`src/rtl/bdir_line_ctrl.sv`:
```
// rtl/bdir_line_ctrl.sv - half-duplex single-wire line controller
//
// Purpose: serialises a request word onto a shared line (MSB first), releases
// the line for a turnaround gap, then optionally waits for a start bit and
// shifts in a response word MSB first.
//
// Ports:
//   clk, rst_n         rising-edge clock, asynchronous active-low reset
//   tx_valid/tx_ready  request handshake; tx_data and expect_rsp sampled with it
//   direction          1 = drive line from data_out, 0 = line released
//   data_out, data_in  serial line out / line value returned by the buffer
//   rx_valid, rx_data  one-cycle pulse with the received word (held afterwards)
//   err_timeout        one-cycle pulse when no start bit arrives in time
//   busy               high in every state except IDLE
module bdir_line_ctrl #(
  parameter int DATA_W      = 8,
  parameter int TURN_CYC    = 2,
  parameter int TIMEOUT_CYC = 16
) (
  input  logic              clk,
  input  logic              rst_n,
  input  logic              tx_valid,
  output logic              tx_ready,
  input  logic [DATA_W-1:0] tx_data,
  input  logic              expect_rsp,
  output logic              direction,
  output logic              data_out,
  input  logic              data_in,
  output logic              rx_valid,
  output logic [DATA_W-1:0] rx_data,
  output logic              err_timeout,
  output logic              busy
);

  localparam int MAX_AB  = (DATA_W > TURN_CYC) ? DATA_W : TURN_CYC;
  localparam int MAX_CYC = (MAX_AB > TIMEOUT_CYC) ? MAX_AB : TIMEOUT_CYC;
  localparam int CNT_W   = $clog2(MAX_CYC + 1);

  localparam logic [CNT_W-1:0] LAST_BIT  = CNT_W'(DATA_W - 1);
  localparam logic [CNT_W-1:0] LAST_TURN = CNT_W'(TURN_CYC - 1);
  localparam logic [CNT_W-1:0] LAST_WAIT = CNT_W'(TIMEOUT_CYC - 1);

  typedef enum logic [2:0] {
    S_IDLE,
    S_TX,
    S_TURN,
    S_RX_WAIT,
    S_RX_DATA
  } state_t;

  state_t            state, state_n;
  logic [CNT_W-1:0]  cnt, cnt_n;
  // One shift register serves both directions: TX shifts out at the MSB,
  // RX shifts in at the LSB, so a full RX phase overwrites any TX leftovers.
  logic [DATA_W-1:0] shreg, shreg_n;
  logic              rsp, rsp_n;
  logic              rx_done;
  logic              tmo;

  always_comb begin
    state_n = state;
    cnt_n   = cnt;
    shreg_n = shreg;
    rsp_n   = rsp;
    rx_done = 1'b0;
    tmo     = 1'b0;
    case (state)
      S_IDLE: begin
        // tx_ready is registered, so it stays low in the first cycle out of reset.
        if (tx_valid && tx_ready) begin
          state_n = S_TX;
          cnt_n   = '0;
          shreg_n = tx_data;
          rsp_n   = expect_rsp;
        end
      end
      S_TX: begin
        if (cnt == LAST_BIT) begin
          state_n = S_TURN;
          cnt_n   = '0;
        end else begin
          cnt_n   = cnt + CNT_W'(1);
          shreg_n = {shreg[DATA_W-2:0], 1'b0};
        end
      end
      S_TURN: begin
        // data_in is deliberately not looked at here: the far end may still be
        // settling the line.
        if (cnt == LAST_TURN) begin
          state_n = rsp ? S_RX_WAIT : S_IDLE;
          cnt_n   = '0;
        end else begin
          cnt_n = cnt + CNT_W'(1);
        end
      end
      S_RX_WAIT: begin
        if (data_in) begin
          state_n = S_RX_DATA;
          cnt_n   = '0;
        end else if (cnt == LAST_WAIT) begin
          state_n = S_IDLE;
          cnt_n   = '0;
          tmo     = 1'b1;
        end else begin
          cnt_n = cnt + CNT_W'(1);
        end
      end
      S_RX_DATA: begin
        shreg_n = {shreg[DATA_W-2:0], data_in};
        if (cnt == LAST_BIT) begin
          state_n = S_IDLE;
          cnt_n   = '0;
          rx_done = 1'b1;
        end else begin
          cnt_n = cnt + CNT_W'(1);
        end
      end
      default: begin
        state_n = S_IDLE;
        cnt_n   = '0;
      end
    endcase
  end

  // Outputs are registered from the next-state values so they line up with
  // the state they describe rather than lagging it by a cycle.
  always_ff @(posedge clk or negedge rst_n) begin
    if (!rst_n) begin
      state       <= S_IDLE;
      cnt         <= '0;
      shreg       <= '0;
      rsp         <= 1'b0;
      tx_ready    <= 1'b0;
      busy        <= 1'b0;
      direction   <= 1'b0;
      data_out    <= 1'b0;
      rx_valid    <= 1'b0;
      rx_data     <= '0;
      err_timeout <= 1'b0;
    end else begin
      state       <= state_n;
      cnt         <= cnt_n;
      shreg       <= shreg_n;
      rsp         <= rsp_n;
      tx_ready    <= (state_n == S_IDLE);
      busy        <= (state_n != S_IDLE);
      direction   <= (state_n == S_TX);
      data_out    <= (state_n == S_TX) && shreg_n[DATA_W-1];
      rx_valid    <= rx_done;
      err_timeout <= tmo;
      if (rx_done) begin
        rx_data <= shreg_n;
      end
    end
  end

endmodule
```
`config.mk`:
```
export PLATFORM = sky130hd
export DESIGN_NAME = bdir_line_ctrl
export DESIGN_NICKNAME = d
export VERILOG_FILES = /design/src/rtl/bdir_line_ctrl.sv
export SDC_FILE = /design/constraint.sdc
export NUM_CORES = 1
export LEC_CHECK = 0
export CAP_MARGIN = 20
export CORE_MARGIN = 2
export CORE_UTILIZATION = 45
export CTS_CLUSTER_DIAMETER = 200
export CTS_CLUSTER_SIZE = 25
export DETAILED_ROUTE_END_ITERATION = 6
export PLACE_DENSITY = 0.7
export SYNTH_ARGS = -nofsm -noshare
export SYNTH_HDL_FRONTEND = slang
export SYNTH_SLANG_ARGS = --single-unit
```
`constraint.sdc`:
```
create_clock -name clk -period 2.56 [get_ports clk]
set_input_delay 0.512 -clock clk [delete_from_list [all_inputs] [get_ports clk]]
set_output_delay 0.512 -clock clk [all_outputs]
set_load 0.02 [all_outputs]
```
== After elaboration in Yosys (flattened, before gate mapping) ==
Index checks and enable logic that the tools add are counted.
Word-level totals
  memory bits (writable): 0
  flip-flop bits (word level): 31
  bits in read-only memories: 0
  output and inout port bits: 14
  bits of input ports: 13
  latch bits: 0
  memories kept: 0
  logic and storage cells: 50
Cells by class
  add/sub/neg operators: 1
  divide/modulo/power cells: 0
  $lt $le $gt $ge: 0
  multipliers: 0
  shift operators: 0
  muxes and demuxes: 22
  equality and inequality tests: 9
  reduce and logical (&&, ||, !) cells: 7
  bitwise operators: 0
Operators with widths (count)
  $mux W5: 5
  $pmux W8 S3: 1
  $pmux W5 S4: 1
  $mux W3: 6
  $mux W8: 2
  $pmux W3 S5: 1
  $eq A3 B1 Y1 const B: 2
  $eq A3 B2 Y1 const B: 2
  $logic_not A3 Y1: 2
  $add A5 B1 Y5 const B: 1
  $eq A5 B1 Y1 const B: 1
  $eq A5 B3 Y1 const B: 1
  $eq A5 B4 Y1 const B: 1
  $mux W1: 5
  $eq A3 B3 Y1 const B: 1
  $reduce_bool A3 Y1: 1
  $logic_and A1 B1 Y1: 2
  $mux W2: 1
  $ne A2 B2 Y1 const B: 1
  $reduce_and A2 Y1: 1
  $reduce_or A2 Y1: 1

== Longest topological paths before layout ==
  depth in word-level cells: 6
  mapped depth: 7
  depth with buffers taken out: 7

== Worst setup path after synthesis ==
Ideal clock, no wire load.
  path kind: flip-flop to flip-flop
  from: reg cnt[0]
  to: reg busy
  stages on the path, launching flop included: 7
  setup time: 0.131 ns
  setup slack: 0.771 ns
  arrival time: 1.658 ns
  data required time: 2.429 ns
  path buffers: 0
  period minus slack after synthesis: 1.789 ns
  cells stage by stage: dfrtp_1 > ha_1 > and3_1 > ha_1 > nor2b_1 > or3_4 > or3_1
Between the ends
  word-level cells in the longest chain between the ends: 5
  elaborated cells between the ends (all ways): 10
  classes of those cells: eq/ne (3); mux (6); reduce/logical (1)
Ends and longest elaborated chain
  start: declaration: RTL line 52  | logic [CNT_W-1:0] cnt, cnt_n;
  start signal: assignment: RTL line 142  | cnt <= cnt_n;
  $eq A5 B4 Y1: RTL line 100  | end else if (cnt == LAST_WAIT) begin
  $mux W3: RTL line 100
  $mux W3: RTL line 97  | if (data_in) begin
  $pmux W3 S5 *: RTL line 67  | case (state)
  named net state_n[0]: RTL line 51  | state_t state, state_n;
  $reduce_bool A3 Y1 *: RTL line 146  | busy <= (state_n != S_IDLE);
  end signal: assignment: RTL line 146
  end: declaration: RTL line 32  | output logic busy
The timed path passes the listed nets; every way through them passes the cells marked *.
A chain may end at the register's enable or synchronous reset.

== Final worst setup path ==
Same ends and word-level chain as after synthesis.

==> flow_summary.rst <==
.. list-table::
   :header-rows: 1

   * - Metric
     - Value
   * - Run status
     - complete, no violations
   * - Slowest CP cell
     - sky130_fd_sc_hd__dfrtp_1
   * - Dpl hpwl
     - approximately 2.1 mm
   * - CTS root buf
     - sky130_fd_sc_hd__clkbuf_4
   * - Die width
     - ~60 µm
   * - Number of antenna violations at the first check in global routing
     - 0
   * - Placer congestion estimate
     - 0.855
   * - Antenna cells
     - 0
   * - Mean instance size in the synthesized netlist
     - roughly 10 µm²
   * - DRT Pass-1 Iters
     - 4
   * - Crit path top cell by count
     - sky130_fd_sc_hd__ha_1
   * - Final cell count without fillers
     - about 220
   * - Final setup violation count
     - 0
   * - Fillcell total
     - just under 300
   * - Clock-pin transition on the worst setup and hold timing paths
     - ~0.09 ns
   * - Critical Path, Cell by Cell
     - ha_1 > and3_1 > ha_1 > nor2b_1 > or3_4 > or3_1
   * - Top Family by Delay on Critical Path
     - simple AND/OR/NAND/NOR gates
   * - Clk_skew
     - ~0.0019 ns
   * - Count of antenna-violating nets left after detailed routing
     - 0
   * - Cell count after synthesis
     - roughly 140
   * - Number of vias per cell
     - about 5.2
   * - Achievable Freq
     - about 510 MHz
   * - DR iter-0 viols
     - 37
   * - Commonest cells in the synthesized netlist
     - sky130_fd_sc_hd__nand2_1, sky130_fd_sc_hd__dfrtp_1, sky130_fd_sc_hd__inv_1, sky130_fd_sc_hd__a22oi_1, sky130_fd_sc_hd__nor2_1
   * - Peak ir drop on the vdd network
     - 0.402 mV
   * - Global-route wire length before repair
     - around 4.6 mm
   * - Setup crit start
     - cnt[0]
   * - Ratio of final minimum period to clock period
     - 76.3%
   * - Aggregate global-route resource usage
     - 17.6%
   * - Top area cells in the synthesized netlist
     - sky130_fd_sc_hd__dfrtp_1, sky130_fd_sc_hd__nand2_1, sky130_fd_sc_hd__ha_1, sky130_fd_sc_hd__a22oi_1, sky130_fd_sc_hd__inv_1
   * - Later-pin clock latency in the skew report
     - 0.33 ns
   * - Synth Cell Area
     - about 0.0015 mm²
   * - Port Buf Inserts
     - 26
   * - Critical Path Source Type
     - register
   * - Area delta synth->final
     - 23.9%
   * - Final max-slew violation count
     - 0
   * - Die outline area
     - ~0.0037 mm²
   * - Number of clock sinks seen by CTS
     - 30
   * - Reg-to-reg critical path startpoint
     - cnt[0]
   * - Total Wirelength
     - roughly 2.9 mm
   * - Total number of vias
     - approximately 1.1k
   * - Sequential cell area fraction in the yosys report
     - roughly 52%
   * - Detailed-route DRC error count
     - 0
   * - Area fraction of the dominant cell type after synthesis
     - 51.7%
   * - Area of all sequential standard cells
     - ~750 µm²
   * - Largest fanout on the critical path
     - 6
   * - Unrepaired setup endpoints after global routing
     - false
   * - CTS Buf Count
     - 5
   * - Power Dens Cells
     - between 1000 and 1500 mW/mm²
   * - Largest area contributor in the synthesized netlist
     - sky130_fd_sc_hd__dfrtp_1
   * - Total overflow reported by the global router
     - 0
   * - Number of placed cells counting well taps
     - roughly 210
   * - Proportion of layout cells with a drive suffix above 1
     - 11.6%
   * - Setup_tns
     - 0 ns
   * - Hold wc startpoint
     - rx_data[1]
   * - Cts-stage hold buffer count
     - 0
   * - Die Y
     - between 60 and 70 µm
   * - Worst setup slack before clock tree synthesis
     - ~0.25 ns
   * - Yosys warnings
     - 0
   * - Class of the most critical setup path
     - register to register
   * - Post-synth EDFFs
     - 0
   * - Area of the multi-input gates
     - approximately 640 µm²
   * - Total nets after synthesis
     - about 160
   * - Post-cts sizing count
     - 0
   * - Maximum number of pins on one net before global-route repair
     - 31
   * - Crit path setup slack, layout
     - between 0.6 and 0.7 ns
   * - Flip-flop and latch count after synthesis
     - 30
   * - Final hold viol count
     - 0
   * - Post-CTS Setup Bufs
     - 0
   * - Count of buffering cells on the critical path with inverters included
     - 0
   * - Post-synth ARST share
     - 100%
   * - Number of library cell types mapped by synthesis
     - 42
   * - Final net count
     - ~190
   * - Via count of the first global-routing pass
     - 989
   * - Clock tree from TritonCTS
     - yes
   * - Worst Hold Class
     - register to register
   * - Required time of the critical path
     - between 2 and 3 ns
   * - WL per Instance
     - ~13 µm
   * - Type of destination of the critical path
     - register
   * - Slew at the pin closest to its max-slew limit
     - 0.446 ns
   * - Cell Rows
     - 20
   * - Clock H-tree levels
     - 2
   * - Standard cell core area
     - 0.00305 mm²
   * - Number of max-cap violations
     - 0
   * - Period minus WS final
     - between 1.5 and 2 ns
   * - Leakage dissipation
     - 0.852 nW
   * - Starting density of the core
     - between 40% and 50%
   * - Most common cell in the netlist
     - sky130_fd_sc_hd__nand2_1
   * - Number of buffers on the longest clock path
     - 2
   * - Top-level port count
     - 27
   * - WP data arrival
     - 2.17 ns
   * - Remaining max-slew budget at the tightest pin
     - 70.2%
   * - Predominant post-synthesis flop cell
     - sky130_fd_sc_hd__dfrtp_1
   * - Delay of the slowest cell on the worst path
     - 0.44 ns
-- where the power goes --
group	switching (mW)	internal, mW
sequential	0.151	0.615
clock	0.167	0.133
combinational	0.388	0.367
total	0.706	1.11
-- worst paths after layout --
kind,end,slack [ns],cells after the start
worst max register to register,busy,0.61,6
worst min register to register,rx_data[1],0.48,2
worst max-delay path,busy,0.61,6
worst min-delay path,rx_data[1],0.48,2
min in group asynchronous,err_timeout,0.56,2
max in group asynchronous,shreg[4],1.72,2
-- placed cells by master, fill, tap and decap left out, types with 2 or more instances in the layout --
cell                              netlist  layout
sky130_fd_sc_hd__a22oi_1                6       6
sky130_fd_sc_hd__clkbuf_4               0       5
sky130_fd_sc_hd__ha_1                   4       4
sky130_fd_sc_hd__and2_1                 2       2
sky130_fd_sc_hd__and4bb_1               2       2
sky130_fd_sc_hd__nand3_1                4       4
sky130_fd_sc_hd__nand2_1               39      39
sky130_fd_sc_hd__nor2b_1                2       2
sky130_fd_sc_hd__nand2b_1               2       2
sky130_fd_sc_hd__clkdlybuf4s50_1        0      26
sky130_fd_sc_hd__a31oi_1                2       2
sky130_fd_sc_hd__inv_1                  7       7
sky130_fd_sc_hd__mux2_2                 2       2
sky130_fd_sc_hd__nor2_1                 5       5
sky130_fd_sc_hd__nor3b_1                2       2
sky130_fd_sc_hd__a21oi_1                3       3
sky130_fd_sc_hd__o21ai_0                3       3
sky130_fd_sc_hd__dfrtp_1               30      30
-- registers in the layout, indices dropped and copies added, names as in the netlist, 3 cells and up --
| signal | count |
|---|---|
| shreg | 7 |
| state | 3 |
| rx_data | 8 |
| cnt | 5 |
-- metrics by stage --
stage	cell area (µm²)	hold slack [ns]	utilization [%]	power (mW)
after CTS	1800	0.489	59.0	1.83
after floorplan	1450	0.216	-	1.32
after global routing	1800	0.505	59.0	1.96
final	1800	0.480	59.0	1.82
after detailed placement	1740	0.461	57.0	1.53
after global placement	1740	0.459	57.0	1.50
-- final cells by class --
class | count | area share [%]
Timing Repair Buffer | 27 | 14.9
Inverter | 7 | 1.46
Clock inverter | 1 | 0.278
Tap cell | 44 | 3.06
Multi-Input combinational cell | 101 | 35.6
Sequential cell | 30 | 41.7
Clock buffer | 7 | 3.06
-- kinds of logic after synthesis --
family	after synthesis	synth area share, %
multiplexers	2	1.55
AND/OR/NAND/NOR	73	28.3
adder cells (fa/ha/maj)	4	3.45
buffers and inverters	11	4.22
flip-flops	30	51.7
AO/OA/AOI/OAI	22	10.9
-- per-layer routing --
layer | share of wire, % | track usage [%] | wire (µm)
met1 | 47 | 24.6 | 1350
met2 | 45 | 24.3 | 1300
met3 | 5.9 | 7.46 | 170
met4 | 1.5 | 6.52 | 42
met5 | 0 | 0 | 0
-- worst min-delay path, delay by kind of cell, from the launching register on --
kind | cells | cell delay [ns]
flip-flops | 1 | 0.35
AND/OR/NAND/NOR | 2 | 0.10
No activity file was read; power rests on OpenSTA's default activity.
